--- config.mk ---
export PLATFORM = sky130hd
export DESIGN_NAME = core_trap_ctrl
export DESIGN_NICKNAME = d
export VERILOG_FILES = /design/src/rtl/core_trap_ctrl.sv
export SDC_FILE = /design/constraint.sdc
export NUM_CORES = 1
export LEC_CHECK = 0
export CAP_MARGIN = 20
export CORE_AREA = 2 2 212 214
export DETAILED_ROUTE_END_ITERATION = 7
export DIE_AREA = 0 0 214 216
export PLACE_DENSITY = 0.65
export SLEW_MARGIN = 20
export SYNTH_ARGS = -nofsm -noshare
export SYNTH_HDL_FRONTEND = slang
export SYNTH_SLANG_ARGS = --single-unit
--- constraint.sdc ---
create_clock -name clk -period 11.9 [get_ports clk]
set_input_delay 3.57 -clock clk [delete_from_list [all_inputs] [get_ports clk]]
set_output_delay 3.57 -clock clk [all_outputs]
set_load 0.1 [all_outputs]
--- src/rtl/core_trap_ctrl.sv ---
// ---------------------------------------------------------------------------
// core_trap_ctrl
//   Sequences trap entry (exception or interrupt) and trap return (MRET/SRET)
//   against the CSR file. It picks M-mode or S-mode handling from
//   medeleg/mideleg, then drives the CSR file's implicit write ports in a
//   fixed order (cause group, then status group). Finally it hands the new PC
//   to fetch over a valid/ready redirect handshake.
//
//   Timeline (registered outputs):
//     trap : req_ack @N, epc/cause/tval @N+1, mstatus/prv @N+2,
//            redirect_valid from N+3
//     xRET : req_ack @N, mstatus/prv @N+1, redirect_valid from N+2
//
// Ports
//   clk, rst                 core clock, asynchronous active-high reset
//   trap_req/_is_intr/_code/_pc/_tval   trap request and its operands
//   ret_req, ret_is_mret     xRET request (1=MRET, 0=SRET)
//   req_ack                  one-cycle pulse: request accepted, operands captured
//   busy                     high whenever a sequence is in flight
//   prv_mode                 current privilege (U=0, S=1, M=3)
//   csr_*_ff                 current mstatus, delegation masks, vectors, xepc
//   csr_*_wd / csr_*_we      implicit CSR writes (sepc, scause, stval, mepc,
//                            mcause, mstatus)
//   prv_mode_wd/_we          new privilege level
//   redirect_valid/_ready/_pc  redirect handshake to fetch
// ---------------------------------------------------------------------------
module core_trap_ctrl (
  input  logic        clk,
  input  logic        rst,
  input  logic        trap_req,
  input  logic        trap_is_intr,
  input  logic [4:0]  trap_code,
  input  logic [31:0] trap_pc,
  input  logic [31:0] trap_tval,
  input  logic        ret_req,
  input  logic        ret_is_mret,
  output logic        req_ack,
  output logic        busy,
  input  logic [1:0]  prv_mode,
  input  logic [31:0] csr_mstatus_ff,
  input  logic [31:0] csr_medeleg_ff,
  input  logic [31:0] csr_mideleg_ff,
  input  logic [31:0] csr_mtvec_ff,
  input  logic [31:0] csr_stvec_ff,
  input  logic [31:0] csr_mepc_ff,
  input  logic [31:0] csr_sepc_ff,
  output logic [31:0] csr_sepc_wd,
  output logic        csr_sepc_we,
  output logic [31:0] csr_scause_wd,
  output logic        csr_scause_we,
  output logic [31:0] csr_stval_wd,
  output logic        csr_stval_we,
  output logic [31:0] csr_mepc_wd,
  output logic        csr_mepc_we,
  output logic [31:0] csr_mcause_wd,
  output logic        csr_mcause_we,
  output logic [31:0] csr_mstatus_wd,
  output logic        csr_mstatus_we,
  output logic [1:0]  prv_mode_wd,
  output logic        prv_mode_we,
  output logic        redirect_valid,
  input  logic        redirect_ready,
  output logic [31:0] redirect_pc
);

  typedef logic [31:0] word_t;

  typedef enum logic [1:0] {
    ST_IDLE,
    ST_CAUSE,
    ST_STATUS,
    ST_REDIRECT
  } state_e;

  localparam logic [1:0] PRV_U = 2'd0;
  localparam logic [1:0] PRV_S = 2'd1;
  localparam logic [1:0] PRV_M = 2'd3;

  // mstatus bit positions
  localparam int SIE    = 1;
  localparam int MIE    = 3;
  localparam int SPIE   = 5;
  localparam int MPIE   = 7;
  localparam int SPP    = 8;
  localparam int MPP_LO = 11;
  localparam int MPP_HI = 12;
  localparam int MPRV   = 17;

  state_e     state;

  // Operands captured in the accept cycle
  logic       is_trap_q;
  logic       is_intr_q;
  logic       is_mret_q;
  logic       deleg_q;
  logic [4:0] code_q;
  logic [1:0] prv_q;
  word_t      pc_q;
  word_t      tval_q;

  logic       deleg_now;
  word_t      status_next;
  logic [1:0] prv_next;
  word_t      pc_next;
  word_t      tvec;
  word_t      cause_w;

  // Delegation is only possible below M; M-mode traps never go to S.
  assign deleg_now = (prv_mode != PRV_M) &&
                     (trap_is_intr ? csr_mideleg_ff[trap_code]
                                   : csr_medeleg_ff[trap_code]);

  assign cause_w = {is_intr_q, 26'd0, code_q};

  // New mstatus / privilege / target PC, evaluated while in ST_STATUS
  // against the live csr_mstatus_ff.
  always_comb begin
    // NOTE: every always_comb output gets a default first so no path can infer a latch.
    status_next = csr_mstatus_ff;
    prv_next    = PRV_M;
    tvec        = deleg_q ? csr_stvec_ff : csr_mtvec_ff;
    pc_next     = '0;
    if (is_trap_q) begin
      // Vectored mode (tvec[1:0]==1) only applies to interrupts.
      pc_next = {tvec[31:2], 2'b00};
      if (tvec[1:0] == 2'b01 && is_intr_q)
        pc_next = {tvec[31:2], 2'b00} + {25'd0, code_q, 2'b00};
      if (deleg_q) begin
        status_next[SPIE] = csr_mstatus_ff[SIE];
        status_next[SIE]  = 1'b0;
        status_next[SPP]  = prv_q[0];
        prv_next          = PRV_S;
      end else begin
        status_next[MPIE]          = csr_mstatus_ff[MIE];
        status_next[MIE]           = 1'b0;
        status_next[MPP_HI:MPP_LO] = prv_q;
        prv_next                   = PRV_M;
      end
    end else if (is_mret_q) begin
      status_next[MIE]           = csr_mstatus_ff[MPIE];
      status_next[MPIE]          = 1'b1;
      status_next[MPP_HI:MPP_LO] = PRV_U;
      prv_next                   = csr_mstatus_ff[MPP_HI:MPP_LO];
      // Returning to anything below M drops MPRV.
      if (csr_mstatus_ff[MPP_HI:MPP_LO] != PRV_M)
        status_next[MPRV] = 1'b0;
      pc_next = {csr_mepc_ff[31:2], 2'b00};
    end else begin
      status_next[SIE]  = csr_mstatus_ff[SPIE];
      status_next[SPIE] = 1'b1;
      status_next[SPP]  = 1'b0;
      status_next[MPRV] = 1'b0;
      prv_next          = {1'b0, csr_mstatus_ff[SPP]};
      pc_next           = {csr_sepc_ff[31:2], 2'b00};
    end
  end

  always_ff @(posedge clk or posedge rst) begin
    if (rst) begin
      state          <= ST_IDLE;
      is_trap_q      <= 1'b0;
      is_intr_q      <= 1'b0;
      is_mret_q      <= 1'b0;
      deleg_q        <= 1'b0;
      code_q         <= '0;
      prv_q          <= PRV_U;
      pc_q           <= '0;
      tval_q         <= '0;
      req_ack        <= 1'b0;
      busy           <= 1'b0;
      csr_sepc_wd    <= '0;
      csr_sepc_we    <= 1'b0;
      csr_scause_wd  <= '0;
      csr_scause_we  <= 1'b0;
      csr_stval_wd   <= '0;
      csr_stval_we   <= 1'b0;
      csr_mepc_wd    <= '0;
      csr_mepc_we    <= 1'b0;
      csr_mcause_wd  <= '0;
      csr_mcause_we  <= 1'b0;
      csr_mstatus_wd <= '0;
      csr_mstatus_we <= 1'b0;
      prv_mode_wd    <= PRV_U;
      prv_mode_we    <= 1'b0;
      redirect_valid <= 1'b0;
      redirect_pc    <= '0;
    end else begin
      // NOTE: sequential state uses non-blocking assignments; the pulse
      // outputs default low here so each is high for exactly one cycle.
      req_ack        <= 1'b0;
      csr_sepc_we    <= 1'b0;
      csr_scause_we  <= 1'b0;
      csr_stval_we   <= 1'b0;
      csr_mepc_we    <= 1'b0;
      csr_mcause_we  <= 1'b0;
      csr_mstatus_we <= 1'b0;
      prv_mode_we    <= 1'b0;

      case (state)
        ST_IDLE: begin
          // A trap outranks a simultaneous xRET; the xRET stays unacked.
          if (trap_req) begin
            req_ack   <= 1'b1;
            busy      <= 1'b1;
            is_trap_q <= 1'b1;
            is_intr_q <= trap_is_intr;
            code_q    <= trap_code;
            pc_q      <= trap_pc;
            tval_q    <= trap_tval;
            prv_q     <= prv_mode;
            deleg_q   <= deleg_now;
            state     <= ST_CAUSE;
          end else if (ret_req) begin
            req_ack   <= 1'b1;
            busy      <= 1'b1;
            is_trap_q <= 1'b0;
            is_mret_q <= ret_is_mret;
            state     <= ST_STATUS;
          end
        end

        ST_CAUSE: begin
          if (deleg_q) begin
            csr_sepc_wd   <= pc_q;
            csr_sepc_we   <= 1'b1;
            csr_scause_wd <= cause_w;
            csr_scause_we <= 1'b1;
            csr_stval_wd  <= tval_q;
            csr_stval_we  <= 1'b1;
          end else begin
            csr_mepc_wd   <= pc_q;
            csr_mepc_we   <= 1'b1;
            csr_mcause_wd <= cause_w;
            csr_mcause_we <= 1'b1;
          end
          state <= ST_STATUS;
        end

        ST_STATUS: begin
          csr_mstatus_wd <= status_next;
          csr_mstatus_we <= 1'b1;
          prv_mode_wd    <= prv_next;
          prv_mode_we    <= 1'b1;
          redirect_pc    <= pc_next;
          state          <= ST_REDIRECT;
        end

        ST_REDIRECT: begin
          // First cycle here raises valid; afterwards hold pc until accepted.
          if (!redirect_valid) begin
            redirect_valid <= 1'b1;
          end else if (redirect_ready) begin
            redirect_valid <= 1'b0;
            busy           <= 1'b0;
            state          <= ST_IDLE;
          end
        end

        default: state <= ST_IDLE;
      endcase
    end
  end

endmodule
=== Yosys cells after proc, flatten, opt, wreduce, memory -nomap -nowiden ===
Index checks and enable logic that the tools add are counted.

* Equal/unequal tests: 9
* Reduce and logical (&&, ||, !) cells: 12
* Bitwise gates (word level): 2
* Add/subtract/negate cells: 1
* Muxes and demuxes: 54
* Shifts and indexed selects: 0
* Order comparisons: 1
* $mul: 0
* Div/mod/pow operators: 0

{| class="wikitable"
|+ Operators with widths
! cell !! number
|-
| $mux 32 || 4
|-
| $mux 1 || 35
|-
| $add 32x7->32 || 1
|-
| $mux 2 || 11
|-
| $bmux 1 s5 || 2
|-
| $ne 2x2->1 const B || 4
|-
| $pmux 2 s4 || 1
|-
| $reduce_and 2->1 || 4
|-
| $lt 5x6->1 const B || 1
|-
| $reduce_and 3->1 || 2
|-
| $eq 2x1->1 const B || 2
|-
| $eq 2x2->1 const B || 2
|-
| $reduce_and 4->1 || 1
|-
| $reduce_bool 2->1 || 2
|-
| $ne 3x3->1 const B || 1
|-
| $logic_and 1x1->1 || 2
|-
| $logic_not 2->1 || 1
|-
| $not 1->1 || 2
|-
| $pmux 1 s2 || 1
|}

* Flip-flop bits (word level): 257
* Output and inout bits: 236
* RAM bits: 0
* Memory bits (read-only): 0
* Bits of input ports: 302
* Memories: 0
* Bits in latches: 0

=== Depth between registers and ports, before layout ===
Gate-level depths: netlist of the first run.

* Word-level depth: 5
* Depth in mapped cells: 12

=== Worst setup path before layout of the first run ===
OpenSTA, ideal clock, no wires.

* Path type: input port to flip-flop
* Start point: input csr_stvec_ff[2]
* End point: register redirect_pc[12]
* Data arrival time: 5,634 ps
* Buffers on the path: 0
* Data required time: 11,774 ps
* Setup time: 126 ps
* Stages: 9
* Slack: 6,140 ps
* Cell sequence: mux2_2 -> ha_1 -> fa_1 -> a21o_1 -> a31o_2 -> nand3_1 -> nor2_1 -> xnor2_1 -> a221o_1

* Longest elaborated chain between the ends: 4

{| class="wikitable"
|+ Ends and longest elaborated chain
! element !! line !! source
|-
| start, declared || 44 || <nowiki>input logic [31:0] csr_stvec_ff,</nowiki>
|-
| $mux 32 || 121 || <nowiki>tvec = deleg_q ? csr_stvec_ff : csr_mtvec_ff;</nowiki>
|-
| $add 32x7->32 || 127 || <nowiki>pc_next = {tvec[31:2], 2'b00} + {25'd0, code_q, 2'b00};</nowiki>
|-
| $mux 32 || 126 || <nowiki>if (tvec[1:0] == 2'b01 && is_intr_q)</nowiki>
|-
| $mux 32 || 123 || <nowiki>if (is_trap_q) begin</nowiki>
|-
| end signal, assigned || 244 || <nowiki>redirect_pc <= pc_next;</nowiki>
|-
| end, declared || 63 || <nowiki>output logic [31:0] redirect_pc</nowiki>
|}

Every way passes these cells.
A chain may end at the register's enable or synchronous reset.

=== Final worst setup path of the first run ===
Ends and elaborated chain as after synthesis.

==> impl_metrics.py, run 1 <==
metrics = {
    "logic_synthesis": {
        "synth_edf_count": 0,
        "ys_seq_area_share_pct": 51.8,
        "synth.area.top_cells": "dfrtp_1 (52%), mux2_2 (20%), mux2i_1 (4.4%)",
        "syn_area_per_cell_sq_um": 12.9,
        "synth_top_flop_cell": "dfrtp_1",
        "async_flop_share_pct": 100,
        "synth_warnings": 0,
        "syn_inst": 954,
        "yosysUniqueCellTypes": 67,
        "yosysTopAreaCell": "dfrtp_1",
        "ys_ff_latch": 255,
        "synth_area_sq_um": 12300,
        "netlist.area_leader.share_pct": 51.8,
    },
    "finish": {
        "final_common_cell": "clkdlybuf4s50_1",
        "fin_nets": 1729,
        "area_growth_pct": 50.1,
        "fin_area_sq_um": 18500,
        "drive_above_1_share_pct": 21.9,
        "antenna_cells": 0,
        "final_cell_mix": "clkdlybuf4s50_1 (479), dfrtp_1 (253), mux2_2 (217)",
    },
    "die": {
        "fp.dieW_microns": 214,
        "floorplan.core_area_sq_um": 43800,
        "die_area_sq_um": 46200,
        "rows": 77,
        "fp.dieH_microns": 216,
        "start_util_pct": 28.1,
        "io_pins": 538,
    },
    "worst_setup_path": {
        "crit_slowest_cell": "clkdlybuf4s50_1",
        "endpoint_kind": "flop",
        "critPathArrivalTime_ns": 6.48,
        "cp-start-kind": "input pin",
        "max_stage_delay_ns": 0.46,
        "crit_family": "compound AO/OA/AOI/OAI gates",
        "rr_startpoint": "deleg_q$_DFFE_PP0P_",
        "r2r_slack_ns": 7.98,
        "ff2ff_path_depth": 11,
        "r2r_end": "redirect_pc[12]$_DFFE_PP0P_",
        "path_max_fanout": 10,
        "cp.buffers_inverters": 1,
        "crit_required_ns": 12.36,
        "crit_type": "input pin to flop",
        "path_cells": "clkdlybuf4s50_1, mux2_2, ha_1, fa_1, a21o_1, a31o_2, nand3_1, nor2_1, xnor2_1, a221o_1",
    },
    "clocking": {
        "clk_pin_slew_ns": 0.07,
        "ctsResizeCount": 0,
        "numClockSinks": 255,
        "cts_setup_buffers": 0,
        "insertion_delay_ns": 0.58,
        "ctsHoldBuffers": 0,
        "cts_tree": "done",
        "clock_path_buffers": 3,
        "h-tree-depth": 1,
        "cts_buffers": 29,
        "clock-root-buffer": "clkbuf_16",
    },
    "timing": {
        "timing.final.crit_share_pct": 50.6,
        "fmax_mhz": 166,
        "rsz0062_at_grt": "no",
        "hold_ws_ns": 0.489,
        "finalCriticalPeriod_ns": 6.02,
        "setup_viol": 0,
        "max-slew-margin-rel_pct": 27.1,
        "drv_slew": 0,
        "worstMarginPinSlew_ns": 1.09,
        "hold_violations": 0,
        "tns_ns": 0,
        "worst_clock_skew_ns": 0.0123,
    },
    "worst_hold_path": {
        "hold_depth": 1,
        "min_from": "redirect_pc[6]$_DFFE_PP0P_",
        "min_path_type": "flop to flop",
        "min_to": "redirect_pc[6]$_DFFE_PP0P_",
    },
    "drt": {
        "viasPerCell": 4.60,
        "ant_nets": 0,
        "vias": 9344,
        "drtIter0Drc": 318,
        "route.detailed.drc": 0,
        "wl_per_cell_microns": 19.8,
        "first_pass_iters": 4,
        "totalWireLength_mm": 40.2,
    },
    "place": {
        "dp_hpwl_mm": 30.0,
        "place_area_sq_um": 17500,
        "portBuffers": 479,
        "gp_congestion": 0.851,
    },
    "run": {
        "drv_cap": 0,
    },
    "grt": {
        "grt_overflow": 0,
        "grt_pass1_vias": 9992,
        "grt_max_degree": 164,
        "grt_use_total_pct": 17.0,
        "antenna_found_initial": 1,
        "grt_first_pass_wirelength_mm": 60.9,
    },
    "status": {
        "outcome": "complete, no violations",
    },
}
-- Yosys cell counts (all sizes together), types with 2 or more instances --
cell type,instances
mux4,16
a21oi,29
o21a,7
nor2,46
nor3,8
a22oi,2
a211oi,7
nor4b,2
clkbuf,26
dfrtp,255
nor2b,7
nand2b,4
o21ai,27
buf,86
a31oi,7
xor2,3
o221ai,6
o2bb2ai,3
a221oi,4
ha,9
a21o,8
a211o,2
mux2i,54
nand4,3
a221o,5
o22a,2
and3b,2
xnor2,18
nand3b,8
o211ai,4
a31o,2
inv,10
nand3,12
nor4,3
a32oi,2
mux2,217
and2,3
o31ai,2
nor3b,3
nand2,28
-- registers in the layout, summed over array words and instances (netlist names), 2 cells and up --
register,flops
csr_sepc_wd,32
csr_mstatus_wd,32
state,2
csr_mepc_wd,32
csr_scause_wd,6
prv_q,2
code_q,5
prv_mode_wd,2
pc_q,32
csr_mcause_wd,6
tval_q,32
redirect_pc,30
csr_stval_wd,32
-- routing by layer --
| metal | part of all wire, % | vias to the layer above | track usage, % |
|---|---|---|---|
| met2 | 51 | 389 | 30.9 |
| met1 | 37 | 4649 | 19.2 |
| met5 | 0 | - | 0 |
| met3 | 9.0 | 51 | 5.29 |
| met4 | 2.2 | 0 | 4.66 |
| li1 | - | 4255 | - |
-- cell type report --
cell class	instances	area [sq um]
Inverter	11	48.8
Clock buffer	39	823
Sequential cell	255	6380
Tap cell	592	741
Fill cell	4136	25300
Clock inverter	14	164
Multi-Input combinational cell	629	5450
Timing Repair Buffer	491	4900
-- cells by family (layout without fill, tap and decap cells) --
| family | Yosys count | in the layout | synth area share (%) |
|---|---|---|---|
| xor+xnor | 21 | 21 | 1.49 |
| compound gates | 124 | 124 | 6.99 |
| buf+inv | 123 | 555 | 5.80 |
| mux | 287 | 287 | 27.1 |
| flops | 255 | 255 | 51.8 |
| simple gates | 133 | 133 | 5.72 |
| other cells | 1 | 54 | 0.0304 |
| fa+ha+maj | 10 | 10 | 1.08 |
-- worst max path at each step --
| stage | start | to | slack [ns] | cells past startpoint |
|---|---|---|---|---|
| floorplan | rst | busy$_DFFE_PP0P_ | 1.32 | 1 |
| finish | csr_stvec_ff[2] | redirect_pc[12]$_DFFE_PP0P_ | 5.88 | 10 |
| CTS | csr_stvec_ff[2] | redirect_pc[12]$_DFFE_PP0P_ | 5.87 | 10 |
| global route | csr_stvec_ff[2] | redirect_pc[12]$_DFFE_PP0P_ | 5.78 | 10 |
| global placement | csr_stvec_ff[2] | redirect_pc[12]$_DFFE_PP0P_ | 5.28 | 10 |
| detailed placement | csr_stvec_ff[2] | redirect_pc[12]$_DFFE_PP0P_ | 5.25 | 10 |
-- stage by stage --
step                      std cells  worst slack [ns]  utilization [%]
after floorplan                1007              1.32                -
after global placement         1978              5.28             40.0
after detailed placement       1978              5.25             40.0
after CTS                      2031              5.87             42.2
after global routing           2031              5.78             42.2
final                          2031              5.88             42.2
Power of run 1 is not shown: default switching activity piles up to over one toggle a cycle in this logic, so the estimate is an artifact.
==> inputs of run 2 (changes only) <==
Clock period 11.9 ns to 6.1 ns, I/O delays scaled along.
==> run 2 against run 1 <==
  * First-iteration DRC count increased by 16%
  * Non-clock buffer count is the same
  * Die area did not move
  * Via count shrank 1.0%
  * Cell count about the same
  * Hold slack lost 0.013 ns
  * Count of clock-buffer cells in the layout grew 7
  * Largest cell class unchanged
==> impl_metrics.py, run 2 (synthesis results as in run 1) <==
metrics = {
    "worst_hold_path": {
        "min_path_type": "flop to flop",
        "hold_depth": 1,
        "min_to": "redirect_pc[5]$_DFFE_PP0P_",
        "min_from": "redirect_pc[5]$_DFFE_PP0P_",
    },
    "worst_setup_path": {
        "crit_path_start": "csr_stvec_ff[2]",
        "r2r_end": "redirect_pc[12]$_DFFE_PP0P_",
        "path_max_fanout": 10,
        "critPathArrivalTime_ns": 4.59,
        "crit_required_ns": 6.56,
        "endpoint_kind": "flop",
        "cp-start-kind": "input pin",
        "ff2ff_path_depth": 9,
        "r2r_slack_ns": 2.64,
        "rr_startpoint": "deleg_q$_DFFE_PP0P_",
        "crit_type": "input pin to flop",
    },
    "finish": {
        "area_growth_pct": 49.6,
        "antenna_cells": 0,
        "final_common_cell": "clkdlybuf4s50_1",
        "nFillCells": 4138,
        "fin_nets": 1729,
        "fin_cells": 2029,
        "drive_above_1_share_pct": 21.2,
        "final_cell_mix": "clkdlybuf4s50_1 (479), dfrtp_1 (253), mux2_2 (217)",
    },
    "die": {
        "io_pins": 538,
        "fp.dieW_microns": 214,
        "fp.dieH_microns": 216,
        "rows": 77,
        "start_util_pct": 28.1,
        "floorplan.core_area_sq_um": 43800,
        "die_area_sq_um": 46200,
    },
    "timing": {
        "hold_violations": 0,
        "timing.final.crit_share_pct": 67.7,
        "worst_clock_skew_ns": 0.0144,
        "drv_slew": 0,
        "max-slew-margin-rel_pct": 25.1,
        "tns_ns": 0,
        "rsz0062_at_grt": "no",
        "finalCriticalPeriod_ns": 4.13,
        "setup_viol": 0,
        "worstMarginPinSlew_ns": 1.12,
        "fmax_mhz": 242,
    },
    "drt": {
        "ant_nets": 0,
        "drtIter0Drc": 369,
        "viasPerCell": 4.56,
        "vias": 9248,
        "route.detailed.drc": 0,
        "totalWireLength_mm": 39.9,
        "first_pass_iters": 4,
        "wl_per_cell_microns": 19.7,
    },
    "grt": {
        "grtUsageMet3_pct": 5.38,
        "use_met1_pct": 19.3,
        "grt_first_pass_wirelength_mm": 59.5,
        "antenna_found_initial": 0,
        "grt_overflow": 0,
        "grt-busiest-layer": "met2",
        "grt_pass1_vias": 9692,
        "grt_use_total_pct": 16.7,
        "gr-usage-met2_pct": 30.2,
        "grt_max_degree": 180,
    },
    "run": {
        "drv_cap": 0,
    },
    "place": {
        "portBuffers": 479,
        "dp_hpwl_mm": 30.0,
        "gp_congestion": 0.848,
        "dpl.cell_count": 1976,
    },
    "status": {
        "outcome": "complete, no violations",
    },
    "clocking": {
        "clock-root-buffer": "clkbuf_16",
        "insertion_delay_ns": 0.58,
        "cts_buffers": 29,
        "cts_setup_buffers": 0,
        "cts_tree": "done",
        "ctsHoldBuffers": 0,
        "ctsResizeCount": 0,
        "clk_pin_slew_ns": 0.06,
        "numClockSinks": 255,
        "clock_path_buffers": 3,
        "h-tree-depth": 1,
    },
}
## run 2: per-layer routing
layer / up-vias / routed length, microns
li1: 4263 / -
met1: 4572 / 15300
met2: 377 / 20600
met3: 36 / 3540
met4: 0 / 541
met5: - / 0
## run 2: worst max-delay path, stage by stage
cell             delay [ns]
clkdlybuf4s50_1        0.39
mux2_2                 0.30
ha_1                   0.22
fa_1                   0.41
a21o_1                 0.21
a31o_2                 0.27
nand3_1                0.36
nor2_1                 0.12
xnor2_1                0.16
a221o_1                0.31
## run 2: layout make-up
| type | count | area [sq um] | area share [%] |
|---|---|---|---|
| clock buffers | 46 | 840 | 4.55 |
| clock inverters | 5 | 42.5 | 0.231 |
| inverters | 11 | 45.0 | 0.244 |
| multi-input cells | 629 | 5450 | 29.6 |
| flip-flops and latches | 255 | 6380 | 34.6 |
| well taps | 592 | 741 | 4.02 |
| repair buffers | 491 | 4940 | 26.8 |
## run 2: metrics by stage
| stage | cell area [sq um] | utilization, % | setup WS [ns] | hold slack (ns) |
|---|---|---|---|---|
| 2_1_floorplan | 12500 | - | 0.912 | 0.474 |
| 3_3_place_gp | 17500 | 39.9 | 1.40 | 0.462 |
| 3_5_place_dp | 17500 | 39.9 | 1.39 | 0.468 |
| 4_1_cts | 18400 | 41.9 | 2.02 | 0.482 |
| 5_1_grt | 18400 | 42.1 | 1.87 | 0.510 |
| 6_report | 18400 | 42.1 | 1.97 | 0.476 |
## run 2: worst max-delay path by stage
| stage | end | slack (ns) | cells past startpoint |
|---|---|---|---|
| after global placement | redirect_pc[12]$_DFFE_PP0P_ | 1.40 | 10 |
| final | redirect_pc[12]$_DFFE_PP0P_ | 1.97 | 10 |
| after detailed placement | redirect_pc[21]$_DFFE_PP0P_ | 1.39 | 9 |
| after floorplan | busy$_DFFE_PP0P_ | 0.91 | 1 |
| after CTS | redirect_pc[21]$_DFFE_PP0P_ | 2.02 | 9 |
| after global routing | redirect_pc[12]$_DFFE_PP0P_ | 1.87 | 10 |
Power of run 2 is left out for the same reason.
